## src/rtl/seg_fader.sv

```systemverilog
// seg_fader: per-segment afterglow stage for the 7-segment snake generator.
//
// A segment that turns on goes to full brightness at once. A segment that
// turns off fades out one brightness step per decay tick. The brightness is
// driven onto the pad as a PWM pulse that starts at each PWM period wrap.
//
// Optional build macro:
//   SEG_FADER_GAMMA_EN - when defined, the duty is (lvl*lvl) >> LEVEL_W
//                        (square-law gamma). When undefined, the duty is
//                        linear in lvl and no multiplier is built.
//
// Parameters:
//   NSEG     number of segment lanes (7 segments plus DP)
//   LEVEL_W  brightness level width; PWM period is 2**LEVEL_W cycles
//   PRESC_W  decay prescaler width (minimum 4)
//
// Ports:
//   clk        clock
//   rst_n      asynchronous active-low reset
//   seg_in     raw active-high segment pattern, synchronous to clk
//   decay_sel  fade speed select; tick period is 2**(PRESC_W-3+decay_sel)
//   blank      forces all outputs off (levels keep evolving)
//   seg_out    registered, PWM-dimmed segment drive
module seg_fader #(
  parameter int NSEG    = 8,
  parameter int LEVEL_W = 4,
  parameter int PRESC_W = 20
) (
  input  logic            clk,
  input  logic            rst_n,
  input  logic [NSEG-1:0] seg_in,
  input  logic [1:0]      decay_sel,
  input  logic            blank,
  output logic [NSEG-1:0] seg_out
);

  localparam logic [LEVEL_W-1:0] LMAX = '1;
  // Wide enough to hold the largest tick exponent, PRESC_W itself.
  localparam int SH_W = $clog2(PRESC_W + 1);

  logic [LEVEL_W-1:0]            pwm_cnt;
  logic [PRESC_W-1:0]            presc;
  logic [SH_W-1:0]               tick_bits;
  logic [PRESC_W-1:0]            tick_mask;
  logic                          tick;
  logic [NSEG-1:0][LEVEL_W-1:0]  lvl;
  logic [NSEG-1:0][LEVEL_W-1:0]  duty;
  logic [NSEG-1:0]               seg_nxt;
`ifdef SEG_FADER_GAMMA_EN
  logic [2*LEVEL_W-1:0]          sq;
`endif

  always_ff @(posedge clk or negedge rst_n) begin
    if (!rst_n) begin
      pwm_cnt <= '0;
      presc   <= '0;
    end else begin
      pwm_cnt <= pwm_cnt + LEVEL_W'(1);
      presc   <= presc + PRESC_W'(1);
    end
  end

  // Tick when the low (PRESC_W-3+decay_sel) prescaler bits are all ones.
  // At decay_sel=3 the shift reaches PRESC_W, the shifted value becomes
  // zero and the mask covers the whole prescaler.
  always_comb begin
    tick_bits = SH_W'(PRESC_W - 3) + SH_W'(decay_sel);
    tick_mask = ~({PRESC_W{1'b1}} << tick_bits);
    tick      = &(presc | ~tick_mask);
  end

  // Load beats decay; decay saturates at zero.
  always_ff @(posedge clk or negedge rst_n) begin
    if (!rst_n) begin
      lvl <= '0;
    end else begin
      for (int i = 0; i < NSEG; i++) begin
        if (seg_in[i]) begin
          lvl[i] <= LMAX;
        end else if (tick && (lvl[i] != '0)) begin
          lvl[i] <= lvl[i] - LEVEL_W'(1);
        end
      end
    end
  end

  always_comb begin
    duty    = '0;
    seg_nxt = '0;
`ifdef SEG_FADER_GAMMA_EN
    sq      = '0;
`endif
    for (int i = 0; i < NSEG; i++) begin
`ifdef SEG_FADER_GAMMA_EN
      sq      = {{LEVEL_W{1'b0}}, lvl[i]} * {{LEVEL_W{1'b0}}, lvl[i]};
      duty[i] = LEVEL_W'(sq >> LEVEL_W);
`else
      duty[i] = lvl[i];
`endif
      // Full level bypasses the PWM so a lit segment has no gaps; without
      // the bypass duty 15 would still leave one dark cycle per period.
      if (blank) begin
        seg_nxt[i] = 1'b0;
      end else if (lvl[i] == LMAX) begin
        seg_nxt[i] = 1'b1;
      end else begin
        seg_nxt[i] = (pwm_cnt < duty[i]);
      end
    end
  end

  always_ff @(posedge clk or negedge rst_n) begin
    if (!rst_n) begin
      seg_out <= '0;
    end else begin
      seg_out <= seg_nxt;
    end
  end

endmodule
```

## config.mk

```make
export PLATFORM = sky130hd
export DESIGN_NAME = seg_fader
export DESIGN_NICKNAME = d
export VERILOG_FILES = /design/src/rtl/seg_fader.sv
export SDC_FILE = /design/constraint.sdc
export NUM_CORES = 1
export LEC_CHECK = 0
export ABC_AREA = 1
export ABC_CLOCK_PERIOD_IN_PS = 1700
export CAP_MARGIN = 20
export CORE_ASPECT_RATIO = 0.9
export CORE_UTILIZATION = 60
export DETAILED_ROUTE_END_ITERATION = 10
export MAX_ROUTING_LAYER = met4
export PLACE_DENSITY = 0.83
export SYNTH_ARGS = -nofsm -noshare
export SYNTH_HDL_FRONTEND = slang
export SYNTH_SLANG_ARGS = --single-unit
```

## constraint.sdc

```tcl
create_clock -name clk -period 1.7 [get_ports clk]
set_input_delay 0.34 -clock clk [delete_from_list [all_inputs] [get_ports clk]]
set_output_delay 0.34 -clock clk [all_outputs]
set_load 0.05 [all_outputs]
```

==> summary.md <==
| Metric | Value |
|---|---|
| Largest net degree at the start of global routing | 42 |
| Max VDD drop | 472 uV |
| Reg-to-reg slack, setup | 0.07 ns |
| Worst Clk Skew | 0.0102 ns |
| Gate Count Post-Synth | 471 |
| Slew HR | 0.645 |
| Syn nets | 526 |
| Synth Warn # | 0 |
| Clk sinks | 64 |
| Total track usage | 0.282 |
| FF-to-FF path depth | 9 |
| CP cell instances | ha_4 -> nand3_2 -> inv_2 -> nand2_2 -> nor2_4 -> buf_12 -> nand2_4 -> a21oi_1 -> nand2_1 |
| Critical Path End | duty[7]$_DFFE_PN0P_ |
| Routed Antenna Nets | 0 |
| Total grt overflow | 0 |
| Vias in the first global route | 3403 |
| Multi-input logic area | 2090 um2 |
| Drt total wl | ~8.8 mm |
| Area Growth Syn to Fin | 15.0% |
| Leak Pwr | 2.49 nW |
| GPL Wtd Cong | 0.859 |
| Skew-Pair Late Insertion Delay | 0.35 ns |
| Hold Fails Final Rpt | 0 |
| Routed via count | 3341 |
| Critical Path End Type | flop |
| I/O Buffers | 20 |
| Initial antenna violation count | 0 |
| Crit-path max cell delay | 0.39 ns |
| Fill count | around 470 |
| TritonCTS clock tree | done |
| Hold Path Class | flop to flop |
| R2R Path End | duty[7]$_DFFE_PN0P_ |
| Sequential cell area | 1600 um2 |
| Synth unique cells | 29 |
| DR pass1 iterations | 5 |
| FMAX | a little over 0.6 GHz |
| Hpwl dp | 6.12 mm |
| Clock transition at path regs | 0.07 ns |
| Core Box Area | approximately 6300 um2 |
| CTS Buf Count | 9 |
| Critical Path Start | presc[1]$_DFF_PN0_ |
| Via-per-instance ratio | roughly 5.6 |
| Die ar. | 6990 um2 |
| Hold path depth | 2 |
| CP Class | flop to flop |
| CTS H-tree lvls | 3 |
| Final Critical Period | 1.63 ns |
| Outcome | finished, final reports clean |
| Pwr Density | 694 nW/um2 |
| Setup violators final | 0 |
| Req. time, crit path | 1.94 ns |
| CTS Buffer Depth | 2 |
| CP max-delay cell | dfrtp_1 |
| Share of layout cells above drive strength 1 | 0.115 |
| Period utilisation layout | 0.959 |
| DRC | 0 |
| Layout Utilization | 0.731 |
| Crit start category | flop |
| #FFs+latches synth | 64 |
| Synthesized cell area | 4000 um2 |
| Worst r2r src | presc[1]$_DFF_PN0_ |
| CP arrival | 1.87 ns |
| Worst-path fanout max | 8 |
| WL per Instance | 14.6 um |
| Syn Area/Cell | 8.48 um2 |
| Clock Root Buffer | clkbuf_8 |
| # rows | 27 |
| Sequential fraction of the synthesis area | 0.401 |
| Fin. max-slew vios | 0 |
| Initial Utilization | 0.636 |
| Ports | 21 |
| Die Wd | 88.0 um |
| Nets@finish | 563 |
| Total negative slack | 0 ns |
| Die Span Y | 79.4 um |
| Slew @ Worst Pin | 0.533 ns |
| Inserted Diodes | 0 |
| Max_cap viols | 0 |
| DR iter-0 viols | 304 |
| First-pass GRT wire length | 14.6 mm |
-- logic make-up (layout without fill, tap and decap cells) --
family,count (synthesis),count (layout),share of synthesized area
xor+xnor,30,30,0.0658
compound gates,36,36,0.0460
simple gates,223,223,0.275
flops,64,64,0.401
buf+inv,76,118,0.0808
fa+ha+maj,42,42,0.131
-- where the power goes --
group,leakage [nW],switching [mW],total (mW),internal (mW)
Sequential,0.715,0.0358,1.59,1.56
Combinational,1.67,0.165,0.260,0.0950
Clock,0.103,0.581,1.33,0.754
-- flip-flops by register name (all words and copies together) (netlist names) --
signal / flops
presc: 20
duty: 32
seg_out: 8
pwm_cnt: 4
-- per-layer routing --
metal	global-route usage	vias to the layer above	wire [um]
met2	0.450	105	4180
met5	-	-	0
li1	-	1627	-
met1	0.330	1588	3800
met4	0.108	0	167
met3	0.0951	21	623
-- layout by cell type (no fill, tap or decap), types with 2 or more instances in the layout --
master           count
nor2_1              14
nand3_1             74
nand3_2              5
clkinv_2             3
a21oi_1             23
inv_2                2
buf_4               16
xor2_1              15
nand3_4              3
nand2_2              4
ha_1                41
inv_1               66
dfrtp_1             63
nand4_1             22
clkdlybuf4s50_1     11
clkbuf_1             2
nand2_1             95
o21ai_0             11
buf_12               3
clkbuf_8            11
xnor2_1             15
-- synthesized netlist by cell type --
master / instances / area share
nor2_4: 1 / 0.0028
ha_1: 42 / 0.13
clkbuf_1: 1 / 0.00094
o21ai_2: 1 / 0.0022
xnor2_1: 15 / 0.033
buf_4: 2 / 0.0038
nor2_8: 1 / 0.0050
inv_2: 2 / 0.0019
xor2_1: 15 / 0.033
inv_1: 66 / 0.062
nor2_1: 14 / 0.013
buf_2: 1 / 0.0013
nand2_2: 4 / 0.0063
nand4_1: 22 / 0.034
nand3_4: 3 / 0.013
buf_12: 1 / 0.0050
o21ai_0: 11 / 0.014
or2_2: 1 / 0.0016
nor2_2: 1 / 0.0016
nand3_1: 75 / 0.094
nand3_2: 4 / 0.010
nor3_1: 1 / 0.0013
nand2_4: 1 / 0.0028
buf_1: 1 / 0.00094
a21oi_1: 24 / 0.030
clkinv_2: 1 / 0.0013
buf_8: 1 / 0.0038
dfrtp_1: 64 / 0.40
nand2_1: 95 / 0.089
-- stage by stage --
step / std cells / hold slack (ns) / cell area (um2) / total power, mW / worst slack, ns
floorplan: 471 / 0.0444 / 4000 / 1.76 / 0.218
global placement: 579 / 0.349 / 4320 / 1.87 / -0.00397
detailed placement: 579 / 0.352 / 4320 / 1.88 / -0.0554
CTS: 596 / 0.486 / 4520 / 3.21 / 0.00394
global route: 600 / 0.507 / 4590 / 3.32 / -0.00953
finish: 600 / 0.484 / 4590 / 3.19 / 0.0698
-- cell type report --
class / instances / share of cell area
sequential: 64 / 0.349
clock inverter: 3 / 0.00871
tap: 87 / 0.0237
clock buffer: 13 / 0.0346
multi-input combinational: 331 / 0.456
timing repair buffer: 33 / 0.0719
inverter: 69 / 0.0566
-- timing repair --
item / 4_1_cts / 5_1_grt
gates resized for setup: 0 / 5
hold buffers: 1 / 0
setup endpoints to repair: 0 / 33
buffers inserted: 0 / 3
hold endpoints to repair: 23 / 0
-- how the worst min path moves through the flow --
| stage | from | end | slack (ns) |
|---|---|---|---|
| 6_report | presc[19]$_DFF_PN0_ | presc[19]$_DFF_PN0_ | 0.48 |
| 2_1_floorplan | rst_n | duty[0]$_DFFE_PN0P_ | 0.04 |
| 5_1_grt | presc[19]$_DFF_PN0_ | presc[19]$_DFF_PN0_ | 0.51 |
| 3_5_place_dp | rst_n | presc[11]$_DFF_PN0_ | 0.35 |
| 3_3_place_gp | rst_n | presc[11]$_DFF_PN0_ | 0.35 |
| 4_1_cts | presc[19]$_DFF_PN0_ | presc[19]$_DFF_PN0_ | 0.49 |
-- worst max-delay path: cells and delay by family, from the launching register on --
kind            cells  cell delay [ns]
fa+ha+maj           1             0.16
flops               1             0.39
compound gates      1             0.17
buf+inv             2             0.26
simple gates        5             0.53
(Power assumes the default switching activity.)
